<file path="config.mk">
export PLATFORM = sky130hd
export DESIGN_NAME = conv_out_writer
export DESIGN_NICKNAME = d
export VERILOG_FILES = /design/src/rtl/conv_out_writer.sv
export SDC_FILE = /design/constraint.sdc
export NUM_CORES = 1
export LEC_CHECK = 0
export BUFFER_PORTS_ARGS = -buffer_cell sky130_fd_sc_hd__buf_2
export CAP_MARGIN = 25
export CELL_PAD_IN_SITES_DETAIL_PLACEMENT = 0
export CELL_PAD_IN_SITES_GLOBAL_PLACEMENT = 2
export CORE_MARGIN = 2
export CORE_UTILIZATION = 37
export CTS_CLUSTER_DIAMETER = 150
export DETAILED_ROUTE_END_ITERATION = 10
export PLACE_DENSITY = 0.89
export RECOVER_POWER = 100
export SYNTH_ARGS = -nofsm -noshare
export SYNTH_HDL_FRONTEND = slang
export SYNTH_SLANG_ARGS = --single-unit
</file>
<file path="constraint.sdc">
create_clock -name clk -period 9.8 [get_ports clk]
set_clock_uncertainty 0.1 [all_clocks]
set_input_delay 0.98 -clock clk [delete_from_list [all_inputs] [get_ports clk]]
set_output_delay 0.98 -clock clk [all_outputs]
set_load 0.005 [all_outputs]
</file>
<file path="src/rtl/conv_out_writer.sv">
// Convolution output writer: adds bias, applies ReLU, shift and saturation,
// then packs four result bytes per word and writes them to the output memory.
//
// state  | meaning
// IDLE   | waiting for i_run; run parameters latched on start
// RUN    | accepting results, packing bytes, issuing word writes
// DONE   | one-cycle completion pulse, then back to IDLE
module conv_out_writer #(
   parameter int AC_BW    = 21,
   parameter int BA_BW    = 21,
   parameter int DWIDTH   = 32,
   parameter int MEM_SIZE = 96,
   parameter int AW       = $clog2(MEM_SIZE)
) (
   input  logic              clk,
   input  logic              rst,
   input  logic              i_run,
   input  logic [BA_BW-1:0]  i_bias,
   input  logic [4:0]        i_shift,
   input  logic [9:0]        i_num_out,
   input  logic [AC_BW-1:0]  i_result,
   input  logic              i_valid,
   output logic              o_we,
   output logic [AW-1:0]     o_addr,
   output logic [DWIDTH-1:0] o_wdata,
   output logic              o_busy,
   output logic              o_done
);

   localparam int SW = ((AC_BW > BA_BW) ? AC_BW : BA_BW) + 1;

   typedef enum logic [1:0] {
      S_IDLE = 2'd0,
      S_RUN  = 2'd1,
      S_DONE = 2'd2
   } state_t;

   state_t            state_q, state_d;
   logic [BA_BW-1:0]  bias_q, bias_d;
   logic [4:0]        shift_q, shift_d;
   logic [9:0]        num_q, num_d;
   logic [9:0]        cnt_q, cnt_d;
   logic [1:0]        lane_q, lane_d;
   logic [DWIDTH-1:0] buf_q, buf_d;
   logic [AW-1:0]     ptr_q, ptr_d;
   logic [AW-1:0]     addr_q, addr_d;
   logic [DWIDTH-1:0] wdata_q, wdata_d;
   logic              we_q, we_d;
   logic              fin_q, fin_d;

   logic signed [SW-1:0] sum;
   logic [SW-1:0]        v;
   logic [7:0]           res_byte;
   logic [DWIDTH-1:0]    word;
   logic                 last;

   // Both operands are sign-extended by at least one bit, so the add cannot overflow.
   always_comb begin
      sum      = $signed({{(SW-AC_BW){i_result[AC_BW-1]}}, i_result})
               + $signed({{(SW-BA_BW){bias_q[BA_BW-1]}}, bias_q});
      v        = $unsigned(sum) >> shift_q;
      res_byte = 8'd0;
      if (!sum[SW-1]) begin
         res_byte = (v > SW'(255)) ? 8'hFF : v[7:0];
      end
      word = buf_q;
      word[{lane_q, 3'b000} +: 8] = res_byte;
      last = ((cnt_q + 10'd1) == num_q);
   end

   always_comb begin
      state_d = state_q;
      bias_d  = bias_q;
      shift_d = shift_q;
      num_d   = num_q;
      cnt_d   = cnt_q;
      lane_d  = lane_q;
      buf_d   = buf_q;
      ptr_d   = ptr_q;
      addr_d  = addr_q;
      wdata_d = wdata_q;
      we_d    = 1'b0;
      fin_d   = fin_q;
      case (state_q)
         S_IDLE: begin
            if (i_run) begin
               bias_d  = i_bias;
               shift_d = i_shift;
               num_d   = i_num_out;
               cnt_d   = '0;
               lane_d  = '0;
               buf_d   = '0;
               ptr_d   = '0;
               addr_d  = '0;
               fin_d   = 1'b0;
               state_d = (i_num_out != 10'd0) ? S_RUN : S_DONE;
            end
         end
         S_RUN: begin
            // fin_q holds RUN for the cycle the final write is on the bus.
            if (fin_q) begin
               state_d = S_DONE;
            end else if (i_valid) begin
               cnt_d = cnt_q + 10'd1;
               if ((lane_q == 2'd3) || last) begin
                  we_d    = 1'b1;
                  wdata_d = word;
                  addr_d  = ptr_q;
                  ptr_d   = (ptr_q == AW'(MEM_SIZE-1)) ? '0 : ptr_q + 1'b1;
                  buf_d   = '0;
                  lane_d  = '0;
               end else begin
                  buf_d  = word;
                  lane_d = lane_q + 2'd1;
               end
               fin_d = last;
            end
         end
         S_DONE: begin
            fin_d   = 1'b0;
            state_d = S_IDLE;
         end
         default: state_d = S_IDLE;
      endcase
   end

   always_ff @(posedge clk or posedge rst) begin
      if (rst) begin
         state_q <= S_IDLE;
         bias_q  <= '0;
         shift_q <= '0;
         num_q   <= '0;
         cnt_q   <= '0;
         lane_q  <= '0;
         buf_q   <= '0;
         ptr_q   <= '0;
         addr_q  <= '0;
         wdata_q <= '0;
         we_q    <= 1'b0;
         fin_q   <= 1'b0;
      end else begin
         state_q <= state_d;
         bias_q  <= bias_d;
         shift_q <= shift_d;
         num_q   <= num_d;
         cnt_q   <= cnt_d;
         lane_q  <= lane_d;
         buf_q   <= buf_d;
         ptr_q   <= ptr_d;
         addr_q  <= addr_d;
         wdata_q <= wdata_d;
         we_q    <= we_d;
         fin_q   <= fin_d;
      end
   end

   assign o_we    = we_q;
   assign o_addr  = addr_q;
   assign o_wdata = wdata_q;
   assign o_busy  = (state_q == S_RUN);
   assign o_done  = (state_q == S_DONE);

endmodule

</file>
==> results, run 1 <==
- The flow ran to the end, but the final reports show violations.
- The checks that failed: capacitance limit, slew limit.
- The top cell type's share of synthesized area is 35.31%.
- Entering global routing, the biggest net connects 71 pins.
- The gate family responsible for the most delay along the worst path is buffers and inverters.
- The cell area after layout is 10,500 µm².
- The number of DRC violations after detailed routing is 0.
- The number of nets in the layout is 1,264.
- The post-synthesis sequential area ratio is 35.31%.
- Yosys printed 0 warnings.
- The share of post-route cells with drive strength above 1 is 15.26%.
- The number of unique standard cell types used by synthesis is 91.
- The final layout contains routed wiring with a total length of 28.17 mm.
- The number of max-slew violations in the final report was 242.
- The hold violation total from the final report is 0.
- Across all setup checks in the final design, the least slack found is 4.027 ns.
- The number of enable-type register cells in the synthesized netlist is 0.
- For this design the total switching power over the nets is 1.935 mW.
- The global-route wire length before repair is 45.97 mm.
- Across the VDD grid, the largest voltage drop is 0.0001569 V.
- The internal portion of the total power is 1.865 mW.
- TritonCTS created 17 clock buffers.
- The required arrival time at the worst endpoint is 9.49 ns.
- Across the run, the number of max-cap violations was 6.
- The number of filler instances in the final layout is 2,549.
- For this run, asynchronously set or reset flops after synthesis account for 100.0%.
- The cell area that synthesis handed to floorplanning was 9214 µm².
- The total negative slack is 0 ns.
- The number of buffer and inverter stages on the critical path is 3.
- The count of nets left with antenna violations once routing finished came out at 0.
- The highest metal layer carrying signal wires in the routed design is met4.
- The type of element launching the critical path is an input port.
- The post-synthesis register bit count is 130.
- The number of nets in the synthesized netlist is 1,188.
- For the pin with the worst max-slew slack, the measured transition is 3.326 ns.
- The share of total power dissipated in sequential elements is 20.2%.
- The number of instances in the synthesized netlist is 1,097.
- In this run the standard cell core region covers 24,390 µm².
- The mean cell area of the mapped netlist is 8.399 µm².
- Timing would allow up to 173.2 MHz.
- In the final layout, the multi-input gates occupy 5532 µm².
- For this configuration, the core starts out at a cell density of 37.78%.
- Dividing the detail-routed wire length by the instance count gives 18.66 µm.
- The library cell contributing the largest single delay on the critical path is clkbuf_1.
- The post-cts gate resize count is 0.
- The detailed-routed wire length on met2 is 12.41 mm.
- Global routing used 21.78% of the available tracks across all layers.
- The final cycle utilization of the critical path is 58.91%.
- In this run the static leakage power is 4.558 nW.
- The commonest cells after synthesis are nand2_1 (233), dfrtp_1 (130), o21ai_0 (82).
- Clock latency on the worst-skew pair, taken at its later pin, is 0.43 ns.
- The critical path class is input port to async pin.
- The worst slack after detailed placement is 4.782 ns.
- From left edge to right edge, the die measures 161.8 µm.
- The buffer cell driving the clock tree root is clkbuf_16.
- Pin placement for this block handled 103 I/O pins.
- The most common cell in the netlist is nand2_1.
- On the worst path, the slowest cell contributes a delay of 2.45 ns.
- During placement, the flow inserted port buffers numbering 102.
- After the first detailed-routing iteration, the DRC count stood at 759.
- The path class of the tightest hold or removal check is flip-flop to flip-flop.
- Hold is met by 0.3772 ns.
- For this block, wires on met1 add up to 13.76 mm.
- Summed over all nets, the half-perimeter wirelength after detailed placement is 20.08 mm.
- The die is 161.8 µm tall.
- The worst pin sits at a relative slew slack of -122.9%.
- Yosys attributes the largest share of cell area to dfrtp_1 (35%), nand2_1 (9.5%), o21ai_0 (4.5%).
- For this block, the via count after detailed routing is 8,676.
- The die area is 26,180 µm².
- The post-detailed-route via-to-cell ratio is 5.746.
- In this run the worst path has a maximum fanout of 70.
- The area overhead of the layout relative to synthesis is 13.97%.
- In this run the cell area measured after placement is 9980 µm².
- The maximum clock path buffer count is 2.
- The tree built by TritonCTS fans out to 130 sinks.
- The area of all sequential standard cells is 3253 µm².
- The via count of the first global-routing pass is 8,351.
- The total number of H-tree levels is 4.
- The number of inserted diodes is 0.
- STA classifies the critical path endpoint as an async pin.
- The register clock-pin slew on the reported worst setup and hold paths is 0.06 ns.
- The smallest clock period supported by the final layout is computed as 5.773 ns.
- The routed design uses 1.402 mm of met3 wire.
- The congestion estimate from routability-driven global placement came to 0.9074.
- The switching part of the total power is 50.93%.
- TritonCTS built the clock tree.
- The combinational share of power is 61.6%.
- At the worst endpoint, the arrival time is 5.46 ns.
- Setup repair after global routing left no endpoint under its margin.
- The number of buffers inserted by post-CTS setup repair is 0.
- The initial antenna violation count is 0.
- The cell type with the highest aggregate area in the netlist is dfrtp_1.
- In this run the core area contains 57 standard-cell rows.
- After clock tree synthesis, the flow added hold-fix buffers numbering 0.
- Setup violations remaining at the end of the flow were counted as 0.
- For this run the aggregate overflow at the end of global routing stands at 0.
- The most frequently used flop master after synthesis is dfrtp_1.
- Traced cell by cell, the critical path runs through buf_2 -> clkinvlp_2 -> clkbuf_1.
- Of the total power, the clock network draws 18.1%.
- The first detailed-routing pass took 5 iterations.
- For this design the ratio of total power to cell area is 361.9 nW/µm².
-- metal layers --
metal	global-route usage (%)	vias up
met5	0	-
met4	6.597	0
met3	2.809	42
met2	33.37	275
met1	32.03	4146
li1	-	4213
-- state kept, by name (all words and copies together), names as in the netlist --
signal / count
o_wdata: 32
state_q: 2
o_we: 1
o_addr: 7
cnt_q: 10
num_q: 10
ptr_q: 7
shift_q: 5
bias_q: 21
fin_q: 1
buf_q: 32
lane_q: 2
-- through the flow --
step / utilization [%] / total power, mW / cells
after global placement: 40.89 / 3.129 / 1475
after floorplan: - / 2.473 / 1097
after detailed placement: 40.92 / 3.123 / 1476
after global routing: 43.05 / 4.060 / 1510
final: 43.05 / 3.800 / 1510
after CTS: 43.46 / 3.821 / 1508
-- cell usage in the layout (no fill, tap or decap), drive strengths merged, types with 7 or more instances in the layout --
cell type	count
o31ai	10
clkinv	7
o311ai	10
a211oi	11
a221oi	22
ha	29
nor3b	21
a21o	9
inv	24
a22oi	28
nor2	76
buf	94
nand3b	14
o21a	13
o211ai	19
xor2	12
a21oi	42
o21ai	107
nor4	10
a32oi	13
nor3	22
mux2i	9
clkbuf	46
dfrtp	130
nand4	9
xnor2	17
nand2	236
nand3	45
-- path summary, 6_finish.rpt --
check | startpoint | to | slack [ns] | cells past startpoint
max | rst | ptr_q[5] | 4.03 | 3
min in group asynchronous | rst | o_wdata[4] | 1.42 | 2
min reg2reg | o_addr[4] | o_addr[4] | 0.38 | 2
max in group clk | shift_q[2] | buf_q[24] | 4.10 | 9
max reg2reg | shift_q[2] | buf_q[24] | 4.10 | 9
min | o_addr[4] | o_addr[4] | 0.38 | 2
-- final cells by class --
cell class                 count  area share [%]
clock buffer                  19           4.218
tap                          324           3.860
timing repair buffer         121           5.743
multi-input combinational    880           52.68
clock inverter                13           1.692
sequential                   130           30.98
inverter                      23          0.8340
-- worst min-delay path, stage by stage (launching register included) --
cell	delay (ns)
dfrtp_1	0.34
nand2_1	0.05
o31ai_1	0.05
-- power by group through the flow --
stage	Combinational, mW	Sequential, mW	Clock (mW)
after detailed placement	2.35	0.778	0
after floorplan	1.73	0.739	0
final	2.34	0.768	0.690
after global routing	2.55	0.789	0.719
after CTS	2.36	0.768	0.697
after global placement	2.35	0.774	0
-- kinds of logic after synthesis --
family,count (synthesis),share of synthesized area [%]
AND/OR/NAND/NOR,470,23.66
AO/OA/AOI/OAI,333,27.25
flip-flops,130,35.31
buffers and inverters,87,4.060
adder cells (fa/ha/maj),30,4.155
XOR/XNOR,29,2.757
multiplexers,18,2.811
No activity file was read; power rests on OpenSTA's default activity.
==> inputs of run 2 (changes only) <==
--- a/config.mk
+++ b/config.mk
@@ -10,10 +10,10 @@
 export CELL_PAD_IN_SITES_DETAIL_PLACEMENT = 0
 export CELL_PAD_IN_SITES_GLOBAL_PLACEMENT = 2
 export CORE_MARGIN = 2
-export CORE_UTILIZATION = 37
+export CORE_UTILIZATION = 33
 export CTS_CLUSTER_DIAMETER = 150
 export DETAILED_ROUTE_END_ITERATION = 10
-export PLACE_DENSITY = 0.89
+export PLACE_DENSITY = 0.84
 export RECOVER_POWER = 100
 export SYNTH_ARGS = -nofsm -noshare
 export SYNTH_HDL_FRONTEND = slang
==> constraint.sdc (replaced) <==
create_clock -name clk -period 4.8 [get_ports clk]
set_clock_uncertainty 0.1 [all_clocks]
set_input_delay 0.48 -clock clk [delete_from_list [all_inputs] [get_ports clk]]
set_output_delay 0.48 -clock clk [all_outputs]
set_load 0.005 [all_outputs]
==> results, run 2 (same netlist as run 1, synthesis figures left out) <==
- The flow ran to the end, but the final reports show violations.
- The checks that failed: capacitance limit, slew limit.
- The pre-antenna-repair detailed-routing pass consisted of 6 iterations.
- Dividing the detail-routed wire length by the instance count gives 17.96 µm.
- The vias after detailed routing is 8,629.
- Compared with the post-synthesis result, the final layout area differs by 16.09%.
- The count of clock tree sinks is 130.
- The top cell types in the final layout, fill and taps aside, are nand2_1 (232), dfrtp_1 (130), o21ai_0 (95).
- Entering global routing, the biggest net connects 102 pins.
- The static leakage is 4.594 nW.
- The maximum ir drop on the vdd rail is 0.0003281 V.
- After layout, the minimum clock period comes to 4.333 ns.
- Counting both buffers and inverters, the worst setup path holds a total of 1.
- The number of non-filler instances in the completed layout is 1,575.
- Timing would allow up to 230.8 MHz.
- The number of placement rows is 61.
- The longest clock path from root to sink contains 2 buffers.
- The number of I/O port buffers is 102.
- In the routed layout, each cell is associated on average with a via count of 5.479.
- The aggregate global routing overflow is 0.
- The number of nets in the layout is 1,275.
- After detailed placement, the design holds a cell count of 1,540.
- Global routing used 19.83% of the available tracks.
- Across all register-to-register paths, the minimum setup slack is 0.47 ns.
- The initial antenna violation count is 0.
- The largest individual stage delay along the critical path comes from the cell nor3_1.
- Of all nets on the critical path, the largest fanout is 8.
- The largest single stage delay on the critical path is 0.85 ns.
- The number of nets with antenna violations after detailed routing is 0.
- Setup violations remaining at the end of the flow were counted as 0.
- The clock tree synthesis step divided the H-tree into 4 levels.
- After routing the design area is 10,700 µm².
- The critical path is of the flip-flop to flip-flop type.
- The floorplan step defined a die boundary enclosing 29,270 µm².
- Power spread over the standard cell area amounts to 741.3 nW/µm².
- The total wirelength of the detailed-routed design is 28.28 mm.
- The number of inserted diodes is 0.
- Clock-pin slew was measured on the worst setup and hold paths at 0.06 ns.
- For the final routed database, the setup TNS stands at 0 ns.
- The max capacitance violation total is 3.
- The placeable core region is 27,630 µm².
- The post-cts gate resize count is 0.
- Routability-driven placement finished with a final weighted congestion of 0.8977.
- The type of element launching the critical path is a flip-flop.
- The type of the most critical hold path is input port to flip-flop.
- Headroom to the max-slew limit came out at -58.51%.
- In this run the most critical hold path is launched from i_bias[15].
- Detailed placement ended at an HPWL of 20.45 mm.
- The number of filler instances in the final layout is 2,929.
- The hold violation total from the final report is 0.
- The commonest non-fill, non-tap cell in the layout is nand2_1.
- The worst register-to-register path begins at bias_q[0].
- The area of combinational cells with multiple inputs is 5549 µm².
- STA puts the critical path data arrival time at 4.50 ns.
- The die height is 171.1 µm.
- The type of element capturing the critical path is a flip-flop.
- The slew at the pin with the worst max-slew slack is 2.378 ns.
- The number of DRC markers after the initial detailed-route iteration is 661.
- The number of DRC violations after detailed routing is 0.
- The number of buffers added by the clock tree synthesis step is 17.
- The initial standard-cell utilization of the core is 33.35%.
- The number of max-slew violations in the final report is 162.
- The required arrival time at the worst endpoint is 4.96 ns.
- The critical path starts at bias_q[0].
- In the final layout, the share of cells above drive strength 1 is 15.71%.
- For this design the top-level I/O count stands at 103.
- The chip width is 171.1 µm.
- TritonCTS built the clock tree.
- The first global-routing pass estimated 45.62 mm of wire.
- In the final layout, flip-flops and latches occupy 3253 µm².
- Of the available clock period, the critical path in the final layout requires 90.28%.
- The buffer cell driving the clock tree root is clkbuf_16.
- The via count of the first global-routing pass is 8,142.
- The gate family responsible for the most delay along the worst path is compound AO/OA/AOI/OAI gates.
- Clock latency on the worst-skew pair, taken at its later pin, is 0.43 ns.
- Traced cell by cell, the critical path runs through ha_1 -> inv_1 -> fa_1 -> nand2b_1 -> a21oi_4 -> o21ai_2 -> o21a_4 -> o41ai_4 -> o31ai_1 -> a21oi_2 -> o2111ai_2 -> nor3_1 -> o21ai_0.
- The number of buffers inserted for hold repair after clock tree synthesis is 0.
- Setup repair after global routing left no endpoint under its margin.
- The placement-stage cell area is 10,140 µm².
- In this run the post-CTS setup repair buffer count came out at 0.
[run 2: cell types whose count changed in the layout (fill, tap and decap cells not counted), moves of 4 or more]
cell,previous run,this run
buf_4,12,21
clkbuf_1,27,36
o21ai_0,99,95
o21ai_1,4,8
buf_2,80,73
clkinv_4,5,1
[run 2: layer usage]
metal	routed length (µm)	GRT usage [%]	vias to the layer above	part of all wire, %
li1	-	-	4223	-
met1	14140	29.18	4104	50
met2	12450	29.73	270	44
met3	1240	2.845	32	4.4
met4	446	6.485	0	1.6
met5	0	0	-	0
[run 2: metrics by stage]
stage / worst slack [ns] / total power [mW] / util, % / hold slack, ns
finish: 0.4666 / 7.930 / 38.71 / 0.1381
global route: 0.09374 / 8.487 / 38.71 / 0.1319
CTS: 0.5017 / 8.010 / 39.05 / 0.1198
detailed placement: 0.2611 / 6.511 / 36.69 / 0.3645
global placement: 0.3520 / 6.513 / 36.66 / 0.3586
floorplan: 0.7507 / 5.048 / - / 0.3497
[run 2: worst paths after layout]
check	cells past startpoint	endpoint
max in group asynchronous	4	ptr_q[3]
worst max register to register	13	o_wdata[7]
min in group asynchronous	3	buf_q[4]
worst min-delay path	3	bias_q[15]
worst min register to register	2	bias_q[4]
worst max-delay path	13	o_wdata[7]
[run 2: area by class of cell]
class	instances	area share, %
clock buffer	19	4.047
timing repair buffer	132	6.363
multi-input combinational	880	51.88
sequential	130	30.41
inverter	23	0.8188
tap	378	4.422
clock inverter	13	2.059
[run 2: worst register-to-register path: stages (launching register included)]
cell,delay [ns]
dfrtp_1,0.34
ha_1,0.20
inv_1,0.07
fa_1,0.39
nand2b_1,0.21
a21oi_4,0.19
o21ai_2,0.15
o21a_4,0.26
o41ai_4,0.52
o31ai_1,0.18
a21oi_2,0.22
o2111ai_2,0.25
nor3_1,0.85
o21ai_0,0.23
[run 2: power by group]
group / switching (mW) / internal, mW
Sequential: 0.281 / 1.35
Clock: 0.527 / 0.932
Combinational: 3.15 / 1.68
==> inputs of run 3 (changes only) <==
--- a/config.mk
+++ b/config.mk
@@ -10,10 +10,10 @@
 export CELL_PAD_IN_SITES_DETAIL_PLACEMENT = 0
 export CELL_PAD_IN_SITES_GLOBAL_PLACEMENT = 2
 export CORE_MARGIN = 2
-export CORE_UTILIZATION = 33
+export CORE_UTILIZATION = 37
 export CTS_CLUSTER_DIAMETER = 150
 export DETAILED_ROUTE_END_ITERATION = 10
-export PLACE_DENSITY = 0.84
+export PLACE_DENSITY = 0.89
 export RECOVER_POWER = 100
 export SYNTH_ARGS = -nofsm -noshare
 export SYNTH_HDL_FRONTEND = slang
==> constraint.sdc (replaced) <==
create_clock -name clk -period 5.6 [get_ports clk]
set_clock_uncertainty 0.1 [all_clocks]
set_input_delay 0.56 -clock clk [delete_from_list [all_inputs] [get_ports clk]]
set_output_delay 0.56 -clock clk [all_outputs]
set_load 0.005 [all_outputs]
==> results, run 3 (same netlist as run 1, synthesis figures left out) <==
- The run finished, with violations left.
- The final reports fail on capacitance limit, slew limit.
- After detailed routing, the average wire length per cell comes to 18.70 µm.
- The worst slack after detailed placement is 1.072 ns.
- The first detailed-routing pass took 5 iterations.
- The critical path launch point is bias_q[0].
- The worst setup path is of the flip-flop to flip-flop kind.
- The slew at the pin with the worst max-slew slack is 3.283 ns.
- The met3 track utilization from global routing is 4.035%.
- The cell type with the highest occurrence count on the critical path is o21ai_0.
- In the post-route analysis, the smallest setup slack over all paths is 0.8471 ns.
- The type of the most critical hold path is input port to flip-flop.
- The endpoint identified for the worst register-to-register timing path is buf_q[7].
- Headroom to the max-slew limit came out at -120.1%.
- Across all hold checks on the routed design, the worst slack comes to 0.2140 ns.
- Setup violations remaining at the end of the flow were counted as 0.
- The total negative slack is 0 ns.
- For this run, design rule violations remaining after detail routing come to 0.
- The signal on the critical path passes through ha_1 -> inv_1 -> fa_1 -> nand2b_1 -> a21oi_1 -> o21ai_0 -> o21a_1 -> o41ai_4 -> o311ai_0 -> a21o_1 -> a22o_4 -> nor3_1 -> o21ai_0.
- The buffer cell driving the clock tree root is clkbuf_16.
- For this run the aggregate overflow at the end of global routing stands at 0.
- The clock reaches the later pin of the worst-skew pair after 0.43 ns.
- The detail route stage leaves a number of antenna-violating nets equal to 0.
- Setup repair after global routing left no endpoint under its margin.
- Clock tree synthesis inserted a total of 17 buffers.
- Buffers inserted to repair hold after CTS numbered 0.
- For this design the static power due to leakage is 4.545 nW.
- Along the worst path, the maximum fanout reaches 8.
- The overall global routing resource usage is 21.72%.
- The detailed router finished its first iteration with 726 violations.
- The clock period minus final worst setup slack is 4.753 ns.
- The vias after detailed routing is 8,686.
- The final standard cell utilization of the core is 42.99%.
- The worst register-to-register path begins at bias_q[0].
- The initial standard-cell utilization of the core is 37.78%.
- For this block, the routed nets add up to 28.31 mm of wire.
- The library cell used most frequently in the layout, excluding fill and tap cells, is nand2_1.
- The initial antenna violation count is 0.
- The final cycle utilization of the critical path is 84.87%.
- In this run the power density over the cells is 629.2 nW/µm².
- The tool flagged a number of max-cap violations equal to 3.
- The final RePlAce weighted congestion is 0.9134.
- The number of max-slew violations in the final report is 170.
- The worst endpoint data arrival time is 4.91 ns.
- The chip width is 161.8 µm.
- Once the clock tree was built, the setup fixing pass inserted 0 buffers.
- The post-detailed-route via-to-cell ratio is 5.737.
- Detailed placement ended at an HPWL of 20.23 mm.
- The number of inserted diodes is 0.
- The die height is 161.8 µm.
- The type of element capturing the critical path is a flip-flop.
- In this run the register-to-register setup slack is 0.85 ns.
- The pin count of the biggest net entering global routing is 71.
- The number of filler instances in the final layout is 2,554.
- The global routing's busiest layer is met2.
- The met1 track demand over resource in global routing is 31.59%.
- Following the worst setup path forward leads to its endpoint at buf_q[7].
- The number of nets in the layout is 1,268.
- Leaving out filler cells and counting taps, the final layout contains 1,514.
- The H-tree was split into 4 levels.
- The maximum clock frequency is 210.4 MHz.
- In the global route stage, met2 resource usage came out at 33.44%.
- The largest individual stage delay along the critical path comes from the cell nor3_1.
- Clock-pin slew was measured on the worst setup and hold paths at 0.07 ns.
- For the worst setup path, the data required time is 5.76 ns.
- Including well taps, the total number of placed cells is 1,481.
- TritonCTS built the clock tree.
- The number of I/O port buffers is 102.
- The post-cts gate resize count is 0.
- In this design, the stage delay of the slowest critical-path cell is 0.72 ns.
- The top cell types in the final layout, fill and taps aside, are nand2_1 (232), dfrtp_1 (130), o21ai_0 (101).
- The worst setup path is launched from a flip-flop.
- The global-route wire length before repair is 45.47 mm.
- The hold violation total from the final report is 0.
- The via count of the first global-routing pass is 8,267.
- The maximum ir drop on the vdd rail is 0.0002419 V.
- After floorplanning, the core was sized to cover 24,390 µm².
- The number of cell instances on the worst register-to-register path is 13.
- The clock net in this run drives a total of 130 sinks.
- Relative to the synthesized area, the layout overhead comes to 13.81%.
- The number of I/O pins is 103.
- The die area is 26,180 µm².
- The maximum clock path buffer count is 2.
- The number of placement rows is 57.
- Of the cells placed in the final design, the portion with a size suffix greater than 1 is 15.55%.
-- run 3: cell count changes in the layout (fill, tap and decap cells not counted), moves of 2 or more --
cell / before / now
clkbuf_1: 36 / 27
buf_2: 73 / 79
o21ai_0: 95 / 101
bufinv_16: 5 / 0
o21ai_1: 8 / 3
a21oi_1: 27 / 31
buf_4: 21 / 17
a21oi_2: 12 / 9
inv_8: 1 / 4
clkinvlp_4: 2 / 4
o311ai_1: 4 / 2
-- run 3: cell type report --
type | count | area (µm²) | share of cell area (%)
multi-input combinational | 880 | 5534 | 52.77
sequential | 130 | 3253 | 31.02
timing repair buffer | 125 | 636.9 | 6.073
clock buffer | 17 | 425.4 | 4.057
tap | 324 | 405.4 | 3.866
clock inverter | 15 | 143.9 | 1.372
inverter | 23 | 87.58 | 0.8352
-- run 3: metal layers --
metal / vias to the layer above / part of all wire, %
met5: - / 0
met1: 4175 / 49
li1: 4205 / -
met4: 0 / 1.4
met3: 27 / 5.3
met2: 279 / 45
-- run 3: power by group --
part	total [mW]	leakage [nW]	internal (mW)	switching, mW
Combinational	4.14	2.53	1.40	2.74
Clock	1.10	0.268	0.589	0.515
Sequential	1.36	1.75	1.16	0.196
-- run 3: how the worst min path moves through the flow --
stage | endpoint | from | slack (ns) | cells after the start
CTS | bias_q[8] | rst | 0.15 | 2
floorplan | bias_q[0] | bias_q[0] | 0.35 | 2
global route | bias_q[11] | i_bias[11] | 0.21 | 3
global placement | o_addr[5] | o_addr[5] | 0.36 | 2
finish | bias_q[11] | i_bias[11] | 0.21 | 3
detailed placement | o_addr[1] | o_addr[1] | 0.37 | 2
-- run 3: per-stage QoR --
stage	instance area (µm²)	power (mW)
2_1_floorplan	9214	4.327
4_1_cts	10590	6.636
6_report	10490	6.597
5_1_grt	10490	7.061
3_5_place_dp	10020	5.502
3_3_place_gp	10020	5.502
-- run 3: worst max-delay path, delay by kind of cell (launching register included) --
family	cells	cell delay (ns)
compound gates	8	2.55
fa+ha+maj	2	0.60
buf+inv	1	0.07
flops	1	0.36
simple gates	2	0.90
